==> src/rtl/sma_in_poller_pkg.sv <==
// sma_in_poller_pkg: shared FSM states, CSR map and PIO constants for the SMA input poller.
package sma_in_poller_pkg;
  typedef enum logic [1:0] {IDLE, WAIT, ISSUE, CAPTURE} state_t;
  localparam logic [1:0] CSR_CTRL   = 2'd0;
  localparam logic [1:0] CSR_PERIOD = 2'd1;
  localparam logic [1:0] CSR_STATUS = 2'd2;
  localparam logic [1:0] CSR_COUNT  = 2'd3;
  localparam int CTRL_EN    = 0;
  localparam int CTRL_RISE  = 1;
  localparam int CTRL_FALL  = 2;
  localparam int CTRL_IRQ   = 3;
  localparam int ST_PENDING = 0;
  localparam int ST_LEVEL   = 1;
  localparam int ST_RAW     = 2;
  localparam int ST_BUSY    = 3;
  localparam logic [1:0] PIO_DATA_ADDR = 2'd0;
  localparam logic [1:0] PIO_IDLE_ADDR = 2'd1;
endpackage

==> src/rtl/sma_in_debounce.sv <==
// sma_in_debounce: DEB_N-deep sample history with priming; emits one-strobe rise/fall pulses.
module sma_in_debounce #(
  parameter int DEB_N = 3
) (
  input  logic clk,
  input  logic reset,
  input  logic strobe,
  input  logic raw,
  input  logic clr,
  output logic level,
  output logic rise,
  output logic fall,
  output logic primed
);
  logic [DEB_N-1:0] hist_q, hist_d, hist_n;
  logic [3:0] cnt_q, cnt_d;
  logic level_q, level_d, primed_q, primed_d, all1, all0, done;
  always_comb begin
    hist_n   = DEB_N'({hist_q, raw});
    all1     = &hist_n;
    all0     = ~|hist_n;
    done     = cnt_q == 4'(DEB_N - 1);
    rise     = strobe & primed_q & all1 & ~level_q;
    fall     = strobe & primed_q & all0 & level_q;
    hist_d   = clr ? '0 : (strobe ? hist_n : hist_q);
    cnt_d    = clr ? '0 : ((strobe & ~primed_q) ? cnt_q + 1'b1 : cnt_q);
    primed_d = clr ? 1'b0 : (primed_q | (strobe & done));
    // Priming completion and steady state share one rule: adopt a unanimous history.
    level_d  = (~clr & strobe & (primed_q | done)) ? (all1 ? 1'b1 : (all0 ? 1'b0 : level_q)) : level_q;
  end
  always_ff @(posedge clk or posedge reset) begin
    if (reset) begin
      hist_q   <= '0;
      cnt_q    <= '0;
      level_q  <= 1'b0;
      primed_q <= 1'b0;
    end else begin
      hist_q   <= hist_d;
      cnt_q    <= cnt_d;
      level_q  <= level_d;
      primed_q <= primed_d;
    end
  end
  assign level  = level_q;
  assign primed = primed_q;
endmodule

==> src/rtl/sma_in_poller.sv <==
// sma_in_poller: polls the SMA input PIO at a programmable interval, debounces,
// counts qualified edges and raises a level interrupt.
module sma_in_poller
  import sma_in_poller_pkg::*;
#(
  parameter int PERIOD_W = 24,
  parameter int CNT_W    = 16,
  parameter int DEB_N    = 3
) (
  input  logic        clk,
  input  logic        reset,
  input  logic [1:0]  csr_address,
  input  logic        csr_read,
  input  logic        csr_write,
  input  logic [31:0] csr_writedata,
  output logic [31:0] csr_readdata,
  output logic        irq,
  output logic [1:0]  pio_address,
  input  logic        pio_readdata
);
  state_t state_q, state_d;
  logic [3:0] ctrl_q, ctrl_d, status;
  logic [PERIOD_W-1:0] period_q, period_d, timer_q, timer_d;
  logic [CNT_W-1:0] cnt_q, cnt_d, cnt_b;
  logic [31:0] rdata_q, rdata_d;
  logic [1:0] pio_addr_q, pio_addr_d;
  logic pending_q, pending_d, raw_q, raw_d;
  logic wr_ctrl, wr_period, wr_status, wr_count, en, strobe, qual;
  logic level, rise, fall, unused_primed, unused_wd;
  assign unused_wd = ^csr_writedata;
  sma_in_debounce #(.DEB_N(DEB_N)) u_deb (
    .clk    (clk),
    .reset  (reset),
    .strobe (strobe),
    .raw    (pio_readdata),
    .clr    (state_q == IDLE),
    .level  (level),
    .rise   (rise),
    .fall   (fall),
    .primed (unused_primed)
  );
  always_comb begin
    wr_ctrl   = csr_write && csr_address == CSR_CTRL;
    wr_period = csr_write && csr_address == CSR_PERIOD;
    wr_status = csr_write && csr_address == CSR_STATUS;
    wr_count  = csr_write && csr_address == CSR_COUNT;
    ctrl_d    = wr_ctrl ? csr_writedata[3:0] : ctrl_q;
    period_d  = wr_period ? csr_writedata[PERIOD_W-1:0] : period_q;
    // The FSM follows the incoming enable so start and abort both act on the write edge.
    en        = ctrl_d[CTRL_EN];
    state_d   = state_q;
    timer_d   = timer_q;
    case (state_q)
      IDLE, CAPTURE: begin
        state_d = (period_q == '0) ? ISSUE : WAIT;
        timer_d = period_q - 1'b1;
      end
      WAIT: begin
        state_d = (timer_q == '0) ? ISSUE : WAIT;
        timer_d = timer_q - 1'b1;
      end
      default: state_d = CAPTURE;
    endcase
    state_d    = en ? state_d : IDLE;
    strobe     = state_q == CAPTURE && en;
    raw_d      = strobe ? pio_readdata : raw_q;
    qual       = (rise & ctrl_q[CTRL_RISE]) | (fall & ctrl_q[CTRL_FALL]);
    pending_d  = qual | (pending_q & ~(wr_status & csr_writedata[ST_PENDING]));
    cnt_b      = wr_count ? '0 : cnt_q;
    cnt_d      = (qual && ~&cnt_b) ? cnt_b + 1'b1 : cnt_b;
    pio_addr_d = (state_d == ISSUE) ? PIO_DATA_ADDR : PIO_IDLE_ADDR;
    status     = {state_q != IDLE, raw_q, level, pending_q};
    rdata_d    = !csr_read ? '0 :
                 csr_address == CSR_CTRL   ? 32'(ctrl_q) :
                 csr_address == CSR_PERIOD ? 32'(period_q) :
                 csr_address == CSR_STATUS ? 32'(status) : 32'(cnt_q);
  end
  always_ff @(posedge clk or posedge reset) begin
    if (reset) begin
      state_q    <= IDLE;
      ctrl_q     <= '0;
      period_q   <= '0;
      timer_q    <= '0;
      cnt_q      <= '0;
      rdata_q    <= '0;
      pio_addr_q <= PIO_IDLE_ADDR;
      pending_q  <= 1'b0;
      raw_q      <= 1'b0;
    end else begin
      state_q    <= state_d;
      ctrl_q     <= ctrl_d;
      period_q   <= period_d;
      timer_q    <= timer_d;
      cnt_q      <= cnt_d;
      rdata_q    <= rdata_d;
      pio_addr_q <= pio_addr_d;
      pending_q  <= pending_d;
      raw_q      <= raw_d;
    end
  end
  assign csr_readdata = rdata_q;
  assign pio_address  = pio_addr_q;
  assign irq          = pending_q & ctrl_q[CTRL_IRQ];
endmodule
==> config.mk <==
export PLATFORM = sky130hd
export DESIGN_NAME = sma_in_poller
export DESIGN_NICKNAME = d
export VERILOG_FILES = /design/src/rtl/sma_in_poller_pkg.sv /design/src/rtl/sma_in_debounce.sv /design/src/rtl/sma_in_poller.sv
export SDC_FILE = /design/constraint.sdc
export NUM_CORES = 1
export LEC_CHECK = 0
export CAP_MARGIN = 20
export CORE_MARGIN = 2
export CORE_UTILIZATION = 40
export CTS_BUF_LIST = sky130_fd_sc_hd__clkbuf_2 sky130_fd_sc_hd__clkbuf_4 sky130_fd_sc_hd__clkbuf_8
export DETAILED_ROUTE_END_ITERATION = 16
export HOLD_SLACK_MARGIN = 0.12
export PLACE_DENSITY = 0.71
export REMOVE_ABC_BUFFERS = 1
export SLEW_MARGIN = 20
export SYNTH_ARGS = -nofsm -noshare
export SYNTH_HDL_FRONTEND = slang
export SYNTH_SLANG_ARGS = --single-unit
==> constraint.sdc <==
create_clock -name clk -period 6.95 [get_ports clk]
set_input_delay 1.39 -clock clk [delete_from_list [all_inputs] [get_ports clk]]
set_output_delay 1.39 -clock clk [all_outputs]
set_load 0.1 [all_outputs]
==> impl_metrics.tcl <==
set metrics [dict create \
    outcome "finished, final reports clean" \
    cp.arrival_ps 4490 \
    fin_nets 648 \
    r2r_end "timer_q[22]" \
    reg2reg_from "state_q[1]" \
    hold_start "raw_q" \
    cap_violations 0 \
    area_delta_synth_final_pct 16.1 \
    first_iter_violations 207 \
    totalWireLength_mm 13.3 \
    period_needed_ps 4220 \
    die-area_sq_um 15000 \
    critPathSlowestCell "clkdlybuf4s50_1" \
    async_flop_share_pct 100 \
    synth.cell_area_sq_um 5630 \
    port_buffers 56 \
    total_power_uw 1730 \
    finalCritPeriodShare_pct 60.7 \
    ys.flop_type "dfrtp_1" \
    critPathTopFamily "simple AND/OR/NAND/NOR gates" \
    ys_seq_area_share_pct 46.7 \
    synth_top_area_cell "dfrtp_1" \
    die_x_microns 123 \
    hold_ws_ps 515 \
    min_path_type "reg2reg" \
    initial_core_util_pct 40.7 \
    grt_pass1_vias 4264 \
    path_cells "clkdlybuf4s50_1, nand3_1, and2_1, ha_1, nand3_1, or2_2, nor4_1, buf_4, nor2_1, mux2_2" \
    clk_pin_slew_worst_paths_ps 100 \
    cp_common_cell "nand3_1" \
    finalClockSkew_ps 17.0 \
    overflow 0 \
    r2r_cells 10 \
    cts_hold_buf 0 \
    drc 0 \
    worst_setup_path_end_kind "flop" \
    synth_area_per_cell_sq_um 10.2 \
    ant_nets 0 \
    drive_gt1_share_pct 11.7 \
    grt_max_degree 57 \
    track_usage_pct 18.7 \
    worstPathMaxFanout 12 \
    timing.slew.headroom_pct 28.2 \
    min_to "raw_q" \
    final_area_sq_um 6540 \
    worstMarginPinSlew_ps 1080 \
    placed_area_sq_um 6320 \
    cp_data_required_time_ps 7230 \
    cts_tree "built" \
    grt_first_pass_wirelength_mm 21.8 \
    post_drt_via_cell_ratio 5.62 \
    dp_hpwl_mm 9.15 \
    synthTopCellsByCount "dfrtp_1, nor2_1, nand2_1" \
    r2r_slack_ps 3280 \
    coreArea_sq_um 13800 \
    synthTopCellsByArea "dfrtp_1, mux2_2, mux2i_1" \
    antenna_found_initial 0 \
    worstPathBufferInverterCount 2 \
    power_density_nw_per_um2 265 \
    cts_max_path_buffers 2 \
    io_pins 74 \
    cp-start-kind "input pin" \
    numCtsBuffers 9 \
    rsz0062_at_grt "no" \
    gp_congestion 0.878 \
    syn_inst 553 \
    power.leakage_uw 0.00272 \
    synth.distinct_cells 61 \
    clockRootBuffer "clkbuf_8" \
    ys_ff_latch 105 \
    setup_viol 0 \
    drt_first_pass_iters 5 \
    final_core_util_pct 47.3 \
    cts_setup_buffers 0 \
    via_count 4415 \
    rows 43 \
    synth_top_area_share_pct 46.2 \
    finalHoldViolCount 0 \
    htreeDepth 3 \
    post_cts_resized 0 \
    fp.dieH_microns 123 \
    fmax_mhz 237 \
    worst_skew_pair.late_latency_ps 390 \
    slew_viol_final 0 \
    cpPeakStageDelay_ps 730 \
    tns_ps 0 \
    synth_edf_count 0 \
    yosysMostFrequentCell "dfrtp_1" \
    synth-warning-count 0 \
    ir_worst_vdd_uv 173 \
    criticalPathCategory "in2reg" \
    antennaDiodeCount 0 \
    wl_per_cell_microns 17.0 \
    clock_sinks 105 \
    whs_path_depth 1 \
]
cells in the final DEF (no fill, tap or decap), types with 4 or more instances in the layout:
cell and n:
dfrtp_1 104, nor2_1 57, clkdlybuf4s50_1 56, nand2_1 43, mux2_2 30, mux2i_1 30
nor3_1 26, xnor2_1 22, a21oi_1 20, nand3_1 19, and2_1 18, o21ai_0 15
nor4_1 13, xor2_1 13, inv_1 11, clkbuf_8 11, conb_1 9, o22ai_1 8
ha_1 8, a221oi_1 6, nor3b_1 6, or3_1 5, nand4_1 5, buf_4 5
nand3b_1 4, mux4_2 4
area by class of cell:
cell class | count | area (sq um)
Inverter | 12 | 47.5
Sequential cell | 105 | 2630
Multi-Input combinational cell | 412 | 2830
Clock buffer | 12 | 159
Timing Repair Buffer | 61 | 598
Fill cell | 1257 | 7290
Clock inverter | 4 | 51.3
Tap cell | 180 | 225
logic make-up (layout without fill, tap and decap cells):
group | Yosys count | in the layout | share of synthesized area, %
flops | 105 | 105 | 46.7
compound gates | 77 | 77 | 9.07
fa+ha+maj | 8 | 8 | 1.78
mux | 64 | 64 | 12.9
simple gates | 219 | 219 | 20.3
xor+xnor | 35 | 35 | 5.44
other cells | 1 | 9 | 0.0666
buf+inv | 44 | 89 | 3.73
how the worst max path moves through the flow:
| stage | from | to | depth (start not counted) |
|---|---|---|---|
| after floorplan | reset | cnt_q[0] | 1 |
| after global placement | csr_address[1] | cnt_q[12] | 8 |
| after detailed placement | csr_address[1] | cnt_q[1] | 10 |
| after CTS | csr_address[1] | cnt_q[1] | 10 |
| after global routing | csr_address[1] | cnt_q[1] | 10 |
| final | csr_address[1] | cnt_q[1] | 10 |
per-stage QoR:
| step | instances | worst slack (ps) |
|---|---|---|
| after floorplan | 529 | 2800 |
| after global placement | 770 | 2490 |
| after detailed placement | 770 | 2390 |
| after CTS | 786 | 2790 |
| after global routing | 786 | 2590 |
| final | 786 | 2730 |
power by group:
part	leakage, uW	total, uW	internal [uW]	switching (uW)
Sequential	0.00134	849	711	138
Clock	0.000106	399	190	209
Combinational	0.00128	483	194	289
Total	0.00272	1730	1100	637
layer usage:
metal	wire length, microns	share of wire [%]	vias up	global-route usage, %
met3	713	5.3	29	3.67
li1	-	-	2056	-
met4	329	2.5	0	7.40
met2	6320	47	146	29.2
met5	0	0	-	0
met1	5980	45	2184	25.7
state kept, by name (all words and copies together) (netlist names):
signal,count
csr_readdata,24
period_q,24
timer_q,24
cnt_q,16
ctrl_q,4
u_deb.cnt_q,4
state_q,2
u_deb.hist_q,2
pending_q,1
pio_address,1
raw_q,1
u_deb.level,1
u_deb.primed,1
(Power assumes the default switching activity.)
